`src/rtl/shift_sequencer_if.sv`:
```
// Handshake and data bundle between the ALU top-level control and the
// shift sequencer.
//   master : control side; drives en/start/din/amount/op, observes results.
//   slave  : sequencer side; observes requests, drives busy/done/dout/carry.
interface shift_sequencer_if #(
  parameter int WIDTH = 8,
  parameter int AMT_W = 3
);
  logic             en;
  logic             start;
  logic [WIDTH-1:0] din;
  logic [AMT_W-1:0] amount;
  logic [1:0]       op;
  logic             busy;
  logic             done;
  logic [WIDTH-1:0] dout;
  logic             carry;

  modport master (
    output en, start, din, amount, op,
    input  busy, done, dout, carry
  );

  modport slave (
    input  en, start, din, amount, op,
    output busy, done, dout, carry
  );
endinterface

```
`src/rtl/shift_sequencer.sv`:
```
// Multi-cycle shift/rotate sequencer: loads an operand and applies one
// single-bit step per enabled cycle until the requested amount is reached.
// Ports:
//   clk  : system clock, rising edge
//   rst  : synchronous active-high reset
//   bus  : shift_sequencer_if.slave
//          en     - cycle enable, everything holds when low
//          start  - request, accepted only in IDLE
//          din    - operand, captured with start
//          amount - number of single-bit steps (0..WIDTH-1)
//          op     - 00 LSL, 01 LSR, 10 ASR, 11 ROL
//          busy   - high in SHIFT and DONE
//          done   - one-cycle completion pulse (held while stalled)
//          dout   - last completed result
//          carry  - last bit shifted/rotated out of the completed op
module shift_sequencer #(
  parameter int WIDTH = 8,
  parameter int AMT_W = 3
) (
  input logic               clk,
  input logic               rst,
  shift_sequencer_if.slave  bus
);

  localparam logic [2:0] IDLE  = 3'b001;
  localparam logic [2:0] SHIFT = 3'b010;
  localparam logic [2:0] DONE  = 3'b100;

  logic [2:0]       state;
  logic [WIDTH-1:0] work;
  logic [AMT_W-1:0] cnt;
  logic [1:0]       op_q;
  logic             shout;
  logic [WIDTH-1:0] dout_q;
  logic             carry_q;

  logic [WIDTH:0]   step_p0;
  logic [WIDTH-1:0] step_val;
  logic             step_out;

  // One single-bit step. Result is {out_bit, new_register}.
  function automatic logic [WIDTH:0] shift_step(
    input logic [WIDTH-1:0] r,
    input logic [1:0]       o
  );
    logic signed [WIDTH-1:0] sr;
    logic        [WIDTH:0]   res;
    sr  = r;
    res = '0;
    case (o)
      2'b00:   res = {r[WIDTH-1], r[WIDTH-2:0], 1'b0};
      2'b01:   res = {r[0], 1'b0, r[WIDTH-1:1]};
      2'b10:   res = {r[0], sr >>> 1};
      default: res = {r[WIDTH-1], r[WIDTH-2:0], r[WIDTH-1]};
    endcase
    return res;
  endfunction

  // Combinational step from the working register
  assign step_p0  = shift_step(work, op_q);
  assign step_val = step_p0[WIDTH-1:0];
  assign step_out = step_p0[WIDTH];

  // Registered control, working register and results
  always_ff @(posedge clk) begin
    if (rst) begin
      state   <= IDLE;
      work    <= '0;
      cnt     <= '0;
      op_q    <= '0;
      shout   <= 1'b0;
      dout_q  <= '0;
      carry_q <= 1'b0;
    end else if (bus.en) begin
      case (state)
        IDLE: begin
          if (bus.start) begin
            work  <= bus.din;
            op_q  <= bus.op;
            cnt   <= bus.amount;
            shout <= 1'b0;
            if (bus.amount == '0) begin
              // Nothing to shift: result is the operand, nothing shifted out.
              state   <= DONE;
              dout_q  <= bus.din;
              carry_q <= 1'b0;
            end else begin
              state <= SHIFT;
            end
          end
        end
        SHIFT: begin
          work  <= step_val;
          shout <= step_out;
          cnt   <= cnt - AMT_W'(1);
          // Counter reaches zero on this edge: publish the result.
          if (cnt == AMT_W'(1)) begin
            state   <= DONE;
            dout_q  <= step_val;
            carry_q <= step_out;
          end
        end
        DONE:    state <= IDLE;
        default: state <= IDLE;
      endcase
    end
  end

  // Output decode; illegal encodings decode as idle.
  assign bus.busy  = (state == SHIFT) || (state == DONE);
  assign bus.done  = (state == DONE);
  assign bus.dout  = dout_q;
  assign bus.carry = carry_q;

endmodule

```
`src/flat_wrapper.sv`:
```
// flat-port wrapper written by rule: the top's interface ports become plain ports
module shift_sequencer_flat 
#(
  parameter int WIDTH = 8,
  parameter int AMT_W = 3
)
  (clk, rst, bus_en, bus_start, bus_din, bus_amount, bus_op, bus_busy, bus_done, bus_dout, bus_carry);
  shift_sequencer_if #(.WIDTH(WIDTH), .AMT_W(AMT_W)) bus_i ();
  input logic clk;
  input logic rst;
  input wire logic [$bits(bus_i.en)-1:0] bus_en;
  input wire logic [$bits(bus_i.start)-1:0] bus_start;
  input wire logic [$bits(bus_i.din)-1:0] bus_din;
  input wire logic [$bits(bus_i.amount)-1:0] bus_amount;
  input wire logic [$bits(bus_i.op)-1:0] bus_op;
  output wire logic [$bits(bus_i.busy)-1:0] bus_busy;
  output wire logic [$bits(bus_i.done)-1:0] bus_done;
  output wire logic [$bits(bus_i.dout)-1:0] bus_dout;
  output wire logic [$bits(bus_i.carry)-1:0] bus_carry;
  assign bus_i.en = bus_en;
  assign bus_i.start = bus_start;
  assign bus_i.din = bus_din;
  assign bus_i.amount = bus_amount;
  assign bus_i.op = bus_op;
  assign bus_busy = bus_i.busy;
  assign bus_done = bus_i.done;
  assign bus_dout = bus_i.dout;
  assign bus_carry = bus_i.carry;
  shift_sequencer #(.WIDTH(WIDTH), .AMT_W(AMT_W)) u_core (.clk(clk), .rst(rst), .bus(bus_i));
endmodule
```
`config.mk`:
```
export PLATFORM = sky130hd
export DESIGN_NAME = shift_sequencer_flat
export DESIGN_NICKNAME = d
export VERILOG_FILES = /design/src/rtl/shift_sequencer_if.sv /design/src/rtl/shift_sequencer.sv /design/src/flat_wrapper.sv
export SDC_FILE = /design/constraint.sdc
export NUM_CORES = 1
export LEC_CHECK = 0
export CELL_PAD_IN_SITES_DETAIL_PLACEMENT = 2
export CELL_PAD_IN_SITES_GLOBAL_PLACEMENT = 2
export CORE_ASPECT_RATIO = 1.2
export CORE_UTILIZATION = 30
export DETAILED_ROUTE_END_ITERATION = 8
export PLACE_DENSITY_LB_ADDON = 0.1
export SLEW_MARGIN = 15
export SYNTH_ARGS = -nofsm -noshare
export SYNTH_HDL_FRONTEND = slang
export SYNTH_SLANG_ARGS = --single-unit
```
`constraint.sdc`:
```
create_clock -name clk -period 2.4 [get_ports clk]
set_clock_uncertainty 0.15 [all_clocks]
set_input_delay 0.6 -clock clk [delete_from_list [all_inputs] [get_ports clk]]
set_output_delay 0.6 -clock clk [all_outputs]
set_load 0.02 [all_outputs]
```
# Word level (Yosys, flattened, before mapping)

Index checks and enable logic that the tools add are counted.

$add $sub $neg: 1
Equality and inequality tests: 9
Multiplexer cells: 17
Reduce and logical (&&, ||, !) cells: 8

Operator list:

| operator              | number |
|---|---|
| $mux W8               | 4 |
| $pmux W8 S2           | 2 |
| $pmux W9 S3           | 1 |
| $mux W3               | 4 |
| $pmux W3 S2           | 2 |
| $reduce_and A3 Y1     | 3 |
| $eq A3 B1 Y1 const B  | 2 |
| $reduce_and A5 Y1     | 1 |
| $ne A2 B1 Y1 const B  | 2 |
| $eq A3 B2 Y1 const B  | 1 |
| $eq A3 B3 Y1 const B  | 1 |
| $logic_not A3 Y1      | 1 |
| $mux W1               | 3 |
| $sub A3 B1 Y3 const B | 1 |
| $eq A2 B1 Y1 const B  | 1 |
| $eq A2 B2 Y1 const B  | 1 |
| $logic_not A2 Y1      | 1 |
| $ne A2 B2 Y1 const B  | 1 |
| $pmux W1 S2           | 1 |
| $reduce_bool A2 Y1    | 1 |
| $logic_or A1 B1 Y1    | 1 |

Register bits after elaboration: 25

# Logic depth before layout (Yosys ltp)

Depth after elaboration: 4
Depth in mapped cells: 7
Gate-level depth less buffers: 6

# Worst setup path after synthesis

Ideal clock, no wire load.

Path kind: register -> output
Start point: reg u_core.state[2]
End point: out bus_busy
Arrival time: 1224 ps
Required time: 1650 ps
Setup slack: 426 ps
Stages on the path, launching flop included: 4
Cells stage by stage: dfxtp_1 -> inv_1 -> nor3_1 -> nand2b_1

Longest elaborated chain between the ends: 2

Ends and longest elaborated chain:

| what                   | RTL line               | source |
|---|---|---|
| from (decl)            | shift_sequencer.sv:29  | `logic [2:0] state;` |
| from (signal assigned) | shift_sequencer.sv:67  | `state <= IDLE;` |
| from (signal assigned) | shift_sequencer.sv:84  | `state <= DONE;` |
| from (signal assigned) | shift_sequencer.sv:88  | `state <= SHIFT;` |
| $eq A3 B3 Y1           | --                     |  |
| via bus_done           | flat_wrapper.sv:17     | `output wire logic [$bits(bus_i.done)-1:0] bus_done;` |
| $logic_or A1 B1 Y1     | shift_sequencer.sv:110 | `assign bus.busy = (state == SHIFT) \|\| (state == DONE);` |
| to (decl)              | flat_wrapper.sv:16     | `output wire logic [$bits(bus_i.busy)-1:0] bus_busy;` |

The timed path passes the listed nets, and every way through them passes these cells.

# Final worst setup path

Start point: reg u_core.state[2]
End point: out bus_busy

Longest elaborated chain between the ends: 2

Ends and longest elaborated chain:

| what                                         | RTL line |
|---|---|
| $eq A3 B2 Y1 or $eq A3 B3 Y1 (tied branches) | shift_sequencer.sv:110 |
| $logic_or A1 B1 Y1 *                         | shift_sequencer.sv:110 |

Mark *: on every way between the ends. The rest lies on a longest branch, timed or not.

==> results.md <==
* Die height at 75.1 microns
* Average size of a mapped cell at 9.09 sq um
* Detailed Place HPWL at 2930 microns
* I/O pin total at 28
* Internal power at 658 uW
* Area of the mapped netlist at 1340 sq um
* CP required at 1.65 ns
* Dpl ws at 0.0679 ns
* Min setup slack post-route at 0.138 ns
* Highest Clock Rate at 442 MHz
* Final slew viol count at 0
* Crit-path max FO at 5
* DR vias/cell at 5.20
* Crit path max-delay cell type: or3b_2
* Status: finished, final reports clean
* Clock share of power at 0.277
* Crit Path Class: flip-flop to primary output
* Vias in the first global route at 1300
* Number of buffers created by CTS at 3
* Arrival @ worst endpoint at 1.51 ns
* Initial antenna violation count at 0
* Setup_tns at 0 ns
* H-tree Lvls at 1
* RSZ-0062 raised after global routing: false
* GR Layer Usage met1 at 0.174
* Yosys Warn Count at 0
* Vias after detailed routing at 1223
* Prevailing post-synth register cell: dfxtp_1
* Drt wl/cell at 16.3 microns
* Sequential share of the synthesized area at 0.375
* GRT busiest layer: met2
* Layout cells sized above 1 at 0.106
* Post-CTS Setup Bufs at 0
* Hold crit path type: flip-flop to flip-flop
* Routed Antenna Nets at 0
* Final setup vio count at 0
* Cell count after synthesis at 147
* Startpoint type of the worst setup path: flip-flop
* Drt pass-1 iters at 2
* Die X at 62.9 microns
* WL final at 3830 microns
* Core Util, Final at 0.414
* Post-synthesis async set-or-reset flop share at 0
* Core outline area at 4260 sq um
* First-pass GRT wire length at 6110 microns
* Largest buffer count on any clock path at 2
* Max_cap viols at 0
* Die Area at 4730 sq um
* Site row count at 26
* Pwr dens at 514 nW/um^2
* Cells along the critical path: or3b_2 -> nand2b_1 -> dlygate4sd2_1
* GR Util All Layers at 0.172
* Initial DRC count at 28
* Synth-to-Final Area Change at 32.0%
* GP Congestion at 0.787
* Dpl cell area at 1720 sq um
* Fin. Hold Viols at 0
* Root buf cell: clkbuf_8
* Comb pwr share at 0.220
* Post-route cell area at 1760 sq um
* Sequential Power Share at 0.503
* Final min period at 2.26 ns
* IO buf count at 27
* Commonest cells post-synth: 25 x dfxtp_1, 15 x mux2i_1, 13 x nor2_1
* Cell taking the most area after synthesis: dfxtp_1
* CP endpoint kind: primary output
* CTS tree: yes
* Leakage at 0.000671 uW
* Worst-path clk slew at 0.09 ns
* Met3 GRT Util at 0.0212
* Synth top area cells: dfxtp_1 37%, mux2i_1 11%, nand3b_1 6.7%
* Max VDD drop at 187 uV
* Clock Latency Late Sink at 0.27 ns
* DRC at 0
* Grt ovf at 0
* Power, Total at 907 uW
* # diodes at 0
* Measured slew at the worst slew-check pin at 0.557 ns
* Initial Util at 0.314
* Tcrit/Tclk final at 0.942
* Post-synth EDFFs at 0
* Switching Fraction at 0.275
* Fin nets at 199
* M2 GR Usage at 0.341
* Synthesis-stage register bit count at 25
* Clk sinks at 25
* Post-Syn Nets at 166
* Slew HR at 0.627
* Net Switching at 249 uW
* Share of Yosys cell area claimed by the top area cell type at 0.375
* Synth unique cells at 33
* Critical path's largest stage delay at 0.47 ns
* Largest net degree at the start of global routing at 35
* Most common cell in the synthesized netlist: dfxtp_1
==> routing by layer <==
layer,vias to the layer above,wire length (microns)
met5,-,0
met4,0,68
met3,5,92
met2,21,2120
met1,603,1550
li1,594,-
==> registers in the layout, summed over array words and instances (netlist names) <==
register and count:
u_core.bus.dout 8, u_core.op_q 2, u_core.state 3, u_core.cnt 3
u_core.work 8, u_core.bus.carry 1
==> final timing paths <==
check / endpoint / start / slack, ns / cells past startpoint
max: bus_busy / u_core.state[2]$_SDFFE_PP0P_ / 0.14 / 3
min: u_core.cnt[2]$_SDFFE_PP0P_ / u_core.cnt[2]$_SDFFE_PP0P_ / 0.33 / 2
max reg2reg: u_core.bus.dout[0]$_SDFFE_PP0P_ / u_core.state[1]$_SDFFE_PP0P_ / 0.34 / 6
min reg2reg: u_core.cnt[2]$_SDFFE_PP0P_ / u_core.cnt[2]$_SDFFE_PP0P_ / 0.33 / 2
==> cells by family (layout without fill, tap and decap cells) <==
group	after synthesis	count (layout)	synth area share
compound gates	37	37	0.192
buf+inv	13	45	0.0431
fa+ha+maj	2	2	0.0187
simple gates	52	52	0.230
flops	25	25	0.375
xor+xnor	1	1	0.0122
mux	17	17	0.129
==> what timing repair did <==
action / in CTS / in global routing
hold buffers: 0 / 0
resized for setup: 2 / 0
endpoints found under the setup margin: 2 / 0
==> power by group through the flow <==
stage	combinational (uW)	clock (uW)	sequential [uW]
after CTS	204	257	457
after floorplan	112	0	467
final	199	251	456
after global placement	197	0	465
after global routing	220	279	460
after detailed placement	203	0	467
==> final cells by class <==
class / count / area [sq um]
timing repair buffer: 37 / 355
inverter: 4 / 15.0
fill: 483 / 2500
tap: 56 / 70.1
multi-input combinational: 109 / 778
sequential: 25 / 500
clock buffer: 4 / 45.0
==> critical path, delay by kind of cell, from the launching register on <==
family	cells	cell delay, ns
and+or+nand+nor	2	0.55
DFF	1	0.36
buffers and inverters	1	0.33
==> cell usage in the layout (no fill, tap or decap), drive strengths merged, types with 4 or more instances in the layout <==
| cell | instances |
|---|---|
| clkdlybuf4s50 | 25 |
| dfxtp | 25 |
| mux2i | 15 |
| nor2 | 13 |
| o21ai | 13 |
| nand2b | 12 |
| nand3b | 12 |
| buf | 10 |
| a211o | 7 |
| nand2 | 6 |
| inv | 4 |
| a21oi | 4 |
| clkbuf | 4 |
==> per-stage QoR <==
step                std cells  hold slack [ns]
finish                    235            0.331
global placement          231            0.302
detailed placement        231            0.320
global route              235            0.361
floorplan                 147            0.290
CTS                       235            0.334
Note: power is estimated with default switching activity, not from simulation.
